File: config.mk
export PLATFORM = sky130hd
export DESIGN_NAME = mcu_spi_regs
export DESIGN_NICKNAME = d
export VERILOG_FILES = /design/src/rtl/mcu_spi_regs.sv
export SDC_FILE = /design/constraint.sdc
export NUM_CORES = 1
export LEC_CHECK = 0
export BUFFER_PORTS_ARGS = -buffer_cell sky130_fd_sc_hd__buf_4
export CORE_MARGIN = 2
export CORE_UTILIZATION = 61
export DETAILED_ROUTE_END_ITERATION = 10
export PLACE_DENSITY = 0.8
export SLEW_MARGIN = 20
export SYNTH_ARGS = -nofsm -noshare
export SYNTH_HDL_FRONTEND = slang
export SYNTH_SLANG_ARGS = --single-unit
File: constraint.sdc
create_clock -name clk -period 4.1 [get_ports clk]
set_input_delay 0.205 -clock clk [delete_from_list [all_inputs] [get_ports clk]]
set_output_delay 0.205 -clock clk [all_outputs]
set_load 0.05 [all_outputs]
File: src/rtl/mcu_spi_regs.sv
// SPI mode-0 slave register bank for the MCU link. SCK, NSS and MOSI are
// oversampled in the clk domain and 40-bit frames are decoded into register reads and writes.
module mcu_spi_regs #(
  parameter logic [31:0] SYN_DATE = 32'h1911_0100,
  parameter logic [7:0]  FPGA_VER = 8'h00,
  parameter logic [31:0] CTRL_RST = 32'h0000_0000,
  parameter int          SYNC_STG = 2
) (
  input  logic        clk,
  input  logic        rst_b,
  input  logic        spi_sck,
  input  logic        spi_nss,
  input  logic        spi_mosi,
  output logic        spi_miso,
  output logic        spi_miso_oe,
  input  logic [7:0]  dipsw,
  input  logic        pll_locked,
  output logic [31:0] ctrl,
  output logic        ctrl_wr
);

  typedef enum logic [1:0] {IDLE, HDR, DATA, DONE} state_t;

  state_t              state, state_nx;
  logic [SYNC_STG-1:0] sck_sync, nss_sync, mosi_sync;
  logic                sck_d, nss_d;
  logic [7:0]          dip_m, dip_s;
  logic                pll_m, pll_s;
  logic                sck_s, nss_s, mosi_s;
  logic                sck_rise, sck_fall, nss_rise, nss_fall;
  logic                start, abort, hdr_done, last_bit;
  logic [5:0]          bit_cnt;
  logic [31:0]         rx_sh, rd_shift, rd_val, wr_data, scratch;
  logic [6:0]          hdr_addr, wr_addr;
  logic                wr_flag, commit_pend;
  logic [7:0]          abort_cnt;

  assign sck_s    = sck_sync[SYNC_STG-1];
  assign nss_s    = nss_sync[SYNC_STG-1];
  assign mosi_s   = mosi_sync[SYNC_STG-1];
  assign sck_rise = sck_s & ~sck_d;
  assign sck_fall = ~sck_s & sck_d;
  assign nss_rise = nss_s & ~nss_d;
  assign nss_fall = ~nss_s & nss_d;

  always_ff @(posedge clk or negedge rst_b) begin
    if (!rst_b) begin
      sck_sync  <= '0;
      nss_sync  <= '1;
      mosi_sync <= '0;
      sck_d     <= 1'b0;
      nss_d     <= 1'b1;
      dip_m     <= '0;
      dip_s     <= '0;
      pll_m     <= 1'b0;
      pll_s     <= 1'b0;
    end else begin
      sck_sync  <= {sck_sync[SYNC_STG-2:0], spi_sck};
      nss_sync  <= {nss_sync[SYNC_STG-2:0], spi_nss};
      mosi_sync <= {mosi_sync[SYNC_STG-2:0], spi_mosi};
      sck_d     <= sck_s;
      nss_d     <= nss_s;
      dip_m     <= dipsw;
      dip_s     <= dip_m;
      pll_m     <= pll_locked;
      pll_s     <= pll_m;
    end
  end

  always_ff @(posedge clk or negedge rst_b) begin
    if (!rst_b) state <= IDLE;
    else        state <= state_nx;
  end

  always_comb begin
    state_nx = state;
    start    = 1'b0;
    abort    = 1'b0;
    hdr_done = 1'b0;
    last_bit = 1'b0;
    case (state)
      IDLE: if (nss_fall) begin
        state_nx = HDR;
        start    = 1'b1;
      end
      HDR: if (nss_rise) begin
        state_nx = IDLE;
        abort    = 1'b1;
      end else if (sck_rise && bit_cnt == 6'd7) begin
        state_nx = DATA;
        hdr_done = 1'b1;
      end
      DATA: if (nss_rise) begin
        state_nx = IDLE;
        abort    = 1'b1;
      end else if (sck_rise && bit_cnt == 6'd39) begin
        state_nx = DONE;
        last_bit = 1'b1;
      end
      DONE: if (nss_rise) state_nx = IDLE;
      default: state_nx = IDLE;
    endcase
  end

  assign hdr_addr = {rx_sh[5:0], mosi_s};

  always_comb begin
    rd_val = 32'h0;
    case (hdr_addr)
      7'h00: rd_val = SYN_DATE;
      7'h01: rd_val = {24'h0, FPGA_VER};
      7'h02: rd_val = {16'h0, dip_s, 7'h0, pll_s};
      7'h03: rd_val = ctrl;
      7'h04: rd_val = scratch;
      7'h05: rd_val = {24'h0, abort_cnt};
      default: rd_val = 32'h0;
    endcase
  end

  // The fall right after the 8th rise must not shift, otherwise bit 31 is lost
  always_ff @(posedge clk or negedge rst_b) begin
    if (!rst_b) begin
      bit_cnt     <= '0;
      rx_sh       <= '0;
      rd_shift    <= '0;
      wr_flag     <= 1'b0;
      wr_addr     <= '0;
      wr_data     <= '0;
      commit_pend <= 1'b0;
    end else begin
      commit_pend <= last_bit & wr_flag;
      if (start) begin
        bit_cnt <= '0;
        rx_sh   <= '0;
      end else if ((state == HDR || state == DATA) && sck_rise && !nss_rise) begin
        bit_cnt <= bit_cnt + 6'd1;
        rx_sh   <= {rx_sh[30:0], mosi_s};
      end
      if (hdr_done) begin
        wr_flag  <= rx_sh[6];
        wr_addr  <= hdr_addr;
        rd_shift <= rx_sh[6] ? 32'h0 : rd_val;
      end else if (state == DATA && sck_fall && bit_cnt > 6'd8) begin
        rd_shift <= {rd_shift[30:0], 1'b0};
      end
      if (last_bit) wr_data <= {rx_sh[30:0], mosi_s};
    end
  end

  always_ff @(posedge clk or negedge rst_b) begin
    if (!rst_b) begin
      ctrl      <= CTRL_RST;
      ctrl_wr   <= 1'b0;
      scratch   <= '0;
      abort_cnt <= '0;
    end else begin
      ctrl_wr <= 1'b0;
      if (commit_pend && wr_addr == 7'h03) begin
        ctrl    <= wr_data;
        ctrl_wr <= 1'b1;
      end
      if (commit_pend && wr_addr == 7'h04) scratch <= wr_data;
      if (commit_pend && wr_addr == 7'h05)       abort_cnt <= '0;
      else if (abort && abort_cnt != 8'hFF)      abort_cnt <= abort_cnt + 8'd1;
    end
  end

  assign spi_miso    = (state == DATA) & rd_shift[31];
  assign spi_miso_oe = (state != IDLE);

endmodule

## Yosys cells after proc, flatten, opt, wreduce, memory -nomap -nowiden

Index checks and enable logic that the tools add are counted.

| word-level totals | value |
|---|---|
| register bits after elaboration | 211 |
| logic and storage cells | 99 |

| operators by class | value |
|---|---|
| reductions and logical operators | 20 |
| muxes and demuxes | 28 |
| $add $sub $neg | 2 |
| $lt $le $gt $ge | 1 |
| eq/ne operators | 17 |
| bitwise gates (word level) | 10 |

Operator list:

| cell | number |
|---|---|
| 32-bit case mux with 5 select lines | 1 |
| 32-bit 2-to-1 mux | 3 |
| 31-bit 2-to-1 mux | 2 |
| 7-bit by 3-bit == test with 1-bit output (second input constant) | 4 |
| 7-bit by 2-bit == test with 1-bit output (second input constant) | 3 |
| 8-bit 2-to-1 mux | 2 |
| 2-bit 2-to-1 mux | 6 |
| 6-bit 2-to-1 mux | 2 |
| 1-bit 2-to-1 mux | 11 |
| 1-bit logical AND | 10 |
| 8-bit by 1-bit adder with 8-bit output (second input constant) | 1 |
| 8-bit != test (second input constant) | 1 |
| 2-bit case mux with 4 select lines | 1 |
| 2-bit nonzero test | 4 |
| 7-bit logical NOT | 1 |
| 6-bit by 1-bit adder with 6-bit output (second input constant) | 1 |
| 1-bit bitwise AND | 6 |
| 6-bit by 3-bit == test with 1-bit output (second input constant) | 1 |
| 6-bit == test (second input constant) | 1 |
| 6-bit by 4-bit greater-than comparator with 1-bit output (second input constant) | 1 |
| 3-bit != test (second input constant) | 2 |
| 2-bit == test (second input constant) | 2 |
| 2-bit != test (second input constant) | 2 |
| 1-bit inverter | 4 |
| other kinds (6) | 6 |

## Longest topological paths before layout

| depth | value |
|---|---|
| depth in word-level cells | 7 |
| gate-level depth with buffers | 7 |
| gate-level depth less buffers | 6 |

## Least setup slack after synthesis

No wires, ideal clock.

| timing path | value |
|---|---|
| path kind | register -> register |
| start point | register nss_sync[1] |
| end point | register wr_data[24] |
| arrival | 1.724 ns |
| library setup time | 0.125 ns |
| setup slack | 2.251 ns |
| stages on the path, launching flop included | 7 |
| required time | 3.975 ns |
| period minus slack after synthesis | 1.849 ns |
| path through | dfstp_2 nor2b_1 clkbuf_1 nor2_1 nand4_1 buf_2 mux2_2 |

| on the way | value |
|---|---|
| word-level cells in the longest chain between the ends | 3 |

Ends and longest elaborated chain:

| what | RTL line | source |
|---|---|---|
| start, declared | 25 | `logic [SYNC_STG-1:0] sck_sync, nss_sync, mosi_sync;` |
| start signal, assigned | 59 | `nss_sync <= {nss_sync[SYNC_STG-2:0], spi_nss};` |
| 1-bit bitwise AND | 43 | `assign nss_rise = nss_s & ~nss_d;` |
| 1-bit 2-to-1 mux | 93 | `DATA: if (nss_rise) begin` |
| 1-bit 2-to-1 mux | 81 | `case (state)` |
| end signal, assigned | 146 | `if (last_bit) wr_data <= {rx_sh[30:0], mosi_s};` |
| end, declared | 33 | `logic [31:0] rx_sh, rd_shift, rd_val, wr_data, scratch;` |

No other way between the ends.
A chain may end at the register's enable or synchronous reset.

## Worst setup path in the final report

| timing path | value |
|---|---|
| start point | register mosi_sync[1] |
| end point | register rd_shift[5] |

| on the way | value |
|---|---|
| word-level cells in the longest chain between the ends | 4 |
| elaborated cells on any way between the ends | 8 |

Ends and longest elaborated chain:

| what | RTL line | source |
|---|---|---|
| start, declared | 25 |  |
| start signal, assigned | 60 | `mosi_sync <= {mosi_sync[SYNC_STG-2:0], spi_mosi};` |
| 7-bit by 3-bit == test with 1-bit output, or another cell as far along | 109 | `case (hdr_addr)` |
| 32-bit case mux with 5 select lines (*) | 109 |  |
| 32-bit 2-to-1 mux (*) | 142 | `rd_shift <= rx_sh[6] ? 32'h0 : rd_val;` |
| 32-bit 2-to-1 mux (*) | 139 | `if (hdr_done) begin` |
| end signal, assigned | 142 |  |
| end signal, assigned | 144 | `rd_shift <= {rd_shift[30:0], 1'b0};` |
| end, declared | 33 |  |

Every way passes the cells marked *; elsewhere a longest branch is shown, timed or not.

==> flow_summary.json <==
{
  "synth-xor-area-share_pct": 0.887,
  "clk_root_buffer_cell": "clkbuf_16",
  "tightestPinTransition_ns": 1.13,
  "route.vias.total": 5846,
  "syn-instance-count": 691,
  "fraction_of_registers_with_async_set_or_reset_after_synthesis_pct": 100,
  "place.gp.congestion": 0.813,
  "core_area_um2": 14400,
  "grt_setup_unrepaired": "false",
  "finalNetCount": 768,
  "tns_ns": 0,
  "via_count_of_the_first_global_routing_pass": 5946,
  "routed_wl_um": 19000,
  "p_leak_nw": 5.01,
  "tritoncts_clock_tree": "done",
  "grt_usage_pct": 25.0,
  "post_synth_adder_cell_area_pct": 1.13,
  "layout-area-overhead-vs-synth_pct": 15.4,
  "cts-buffers-inserted": 23,
  "slew-limit-headroom_pct": 24.6,
  "path_clk_slew_ns": 0.06,
  "critical_path.endpoint_type": "register",
  "cp_cell_sequence": "and3b_1, a22oi_1, nor3_1, a221o_1",
  "antenna_cells": 0,
  "synth_seq_area_share_pct": 59.4,
  "effective_utilization_at_floorplan_pct": 61.9,
  "postSynthRegisterBits": 211,
  "placement.cell_area_um2": 9370,
  "synth_compound_gate_area_share_pct": 9.57,
  "cts_max_level": 1,
  "layout.cell_area.non_filler_um2": 10300,
  "grt_start_max_net_pins": 135,
  "rows": 44,
  "synth.mux.area_fraction_pct": 16.4,
  "post-route-drc-count": 0,
  "overflow": 0,
  "number_of_synthesized_flops_with_an_enable_pin": 0,
  "crit_path_max_fanout": 24,
  "powerDensity_nw_per_um2": 481,
  "finalHoldViolCount": 0,
  "postSynth.topFlopCell": "dfrtp_1",
  "outcome": "finished, final reports clean",
  "port_buffers": 48,
  "postCtsSetupRepairBufs": 0,
  "cp_slowest_stage_delay_ns": 0.97,
  "timing.final.crit_period_ns": 2.73,
  "vias_per_cell": 6.19,
  "drv.max_cap_violation_count": 0,
  "grt_antenna_before_repair": 0,
  "crit_path_top_delay_cell": "and3b_1",
  "post_synth_num_cell_types": 51,
  "slew_viol_final": 0,
  "cts.path.max_buffers": 3,
  "synthesis.nets": 713,
  "chipWidth_um": 125,
  "setup.worst_path.start_class": "register",
  "drt_iter0_markers": 561,
  "syn_avg_cell_area_um2": 12.9,
  "die_area_um2": 15600,
  "wl_per_cell_um": 20.1,
  "drt_pre_antenna_iters": 5,
  "clock.fmax_mhz": 366,
  "cts_sinks": 211,
  "grt_pass1_wl_um": 31500,
  "timing.final.setup_violations": 0,
  "synth-simple-area-share_pct": 9.54,
  "criticalPathCategory": "register to register",
  "synth_top_family_by_area": "multiplexers",
  "worst_ep_required_time_ns": 4.53,
  "insertion_delay_ns": 0.50,
  "final_layout_size_suffix_gt1_share_pct": 29.2,
  "synth_area_um2": 8890,
  "hold_ws_ns": 0.348,
  "worstPathArrival_ns": 3.16,
  "fp.dieH_um": 125,
  "fin_crit_sh_pct": 66.7,
  "power.ir.vdd_worst_uv": 299,
  "min-delay-path-class": "register to register",
  "half_perimeter_wire_length_after_placement_um": 11700,
  "ant_nets": 0,
  "n_fill_cell": 937,
  "yosys_warns": 0,
  "final.setup_skew_ns": 0.0105,
  "count_of_pins_on_the_block_boundary": 49
}
[synth_stat cells (5+ instances only)]
| master | number | area share [%] |
|---|---|---|
| clkbuf_1 | 25 | 1.1 |
| a21oi_1 | 37 | 2.1 |
| nand2b_1 | 8 | 0.56 |
| nand3_1 | 7 | 0.39 |
| ha_1 | 8 | 1.1 |
| xnor2_1 | 6 | 0.59 |
| nor2b_1 | 5 | 0.35 |
| nor2_1 | 20 | 0.84 |
| dfrtp_1 | 208 | 59 |
| nor3_1 | 32 | 1.8 |
| buf_1 | 6 | 0.25 |
| mux2_2 | 85 | 11 |
| mux2_4 | 29 | 4.9 |
| a221o_1 | 31 | 3.5 |
| nand2_1 | 72 | 3.0 |
| buf_2 | 8 | 0.45 |
| a22oi_1 | 30 | 2.5 |
| inv_1 | 12 | 0.51 |
[registers in the layout, summed over array words and instances (netlist names), 2 cells and up]
register	flops
dip_m	8
sck_sync	2
state	2
ctrl	32
dip_s	8
mosi_sync	2
scratch	32
wr_data	32
bit_cnt	6
rx_sh	31
abort_cnt	8
wr_addr	7
rd_shift	32
nss_sync	2
[kinds of logic (layout without fill, tap and decap cells)]
logic type      after synthesis  after routing
flops                       211            211
simple gates                173            173
mux                         120            120
compound gates              115            115
buf+inv                      55            125
xor+xnor                      9              9
fa+ha+maj                     8              8
[report_power, final]
part	switching, mW	internal [mW]
Clock	0.802	1.23
Combinational	0.431	0.192
Sequential	0.123	2.15
Total	1.36	3.57
[through the flow]
step | setup slack (ns) | util [%] | power [mW] | std cells
after floorplan | 2.25 | - | 2.69 | 691
after global placement | 1.38 | 65.2 | 2.87 | 892
after detailed placement | 1.29 | 65.2 | 2.91 | 892
after CTS | 1.25 | 71.4 | 4.94 | 945
after global routing | 1.26 | 71.4 | 5.15 | 945
final | 1.37 | 71.4 | 4.93 | 945
[worst max-delay path: cells and delay by family, from the launching register on]
family | cells | cell delay (ns)
simple gates | 2 | 1.22
flops | 1 | 0.96
compound gates | 2 | 0.46
[cells in the final DEF (no fill, tap or decap), types with 3 or more instances in the layout]
cell	instances
a21oi_1	37
nor2b_1	5
clkbuf_8	4
clkinv_2	6
nand3_1	6
mux2_2	85
and3_1	4
mux2i_1	3
mux2_1	3
nand4_1	3
clkbuf_1	4
mux2_4	29
nand2_1	72
nor4_1	3
nor2_1	19
buf_4	59
a221o_1	31
dfstp_2	3
dfrtp_1	208
clkbuf_16	23
nor3_1	32
inv_1	12
nand2b_1	8
dlygate4sd3_1	13
a22oi_1	30
xnor2_1	6
xor2_1	3
ha_1	8
[worst paths after layout]
check / cells after the start / slack [ns] / start / to
hold / removal: 0 / 0.35 / dip_m[7]$_DFF_PN0_ / dip_s[7]$_DFF_PN0_
hold reg to reg: 0 / 0.35 / dip_m[7]$_DFF_PN0_ / dip_s[7]$_DFF_PN0_
max in group asynchronous: 3 / 2.67 / rst_b / nss_d$_DFF_PN1_
min in group asynchronous: 2 / 0.41 / rst_b / rx_sh[1]$_DFFE_PN0P_
setup reg to reg: 4 / 1.37 / mosi_sync[1]$_DFF_PN0_ / rd_shift[5]$_DFFE_PN0P_
setup / recovery: 4 / 1.37 / mosi_sync[1]$_DFF_PN0_ / rd_shift[5]$_DFFE_PN0P_
[layout make-up]
type / instances / area, um^2 / share of cell area, %
clock inverters: 9 / 106 / 1.04
multi-input cells: 425 / 3360 / 32.7
repair buffers: 73 / 588 / 5.73
well taps: 184 / 230 / 2.24
clock buffers: 31 / 646 / 6.29
flip-flops and latches: 211 / 5280 / 51.5
inverters: 12 / 45.0 / 0.439
[layer usage]
metal	track usage, %	routed length [um]
met1	34.7	8180
met2	41.3	9530
met3	4.21	817
met4	7.27	478
met5	0	0
[repair_timing]
item	CTS	global route
resized for setup	0	0
endpoints found under the hold margin	143	0
hold buffers	13	0
No activity file was read; power rests on OpenSTA's default activity.
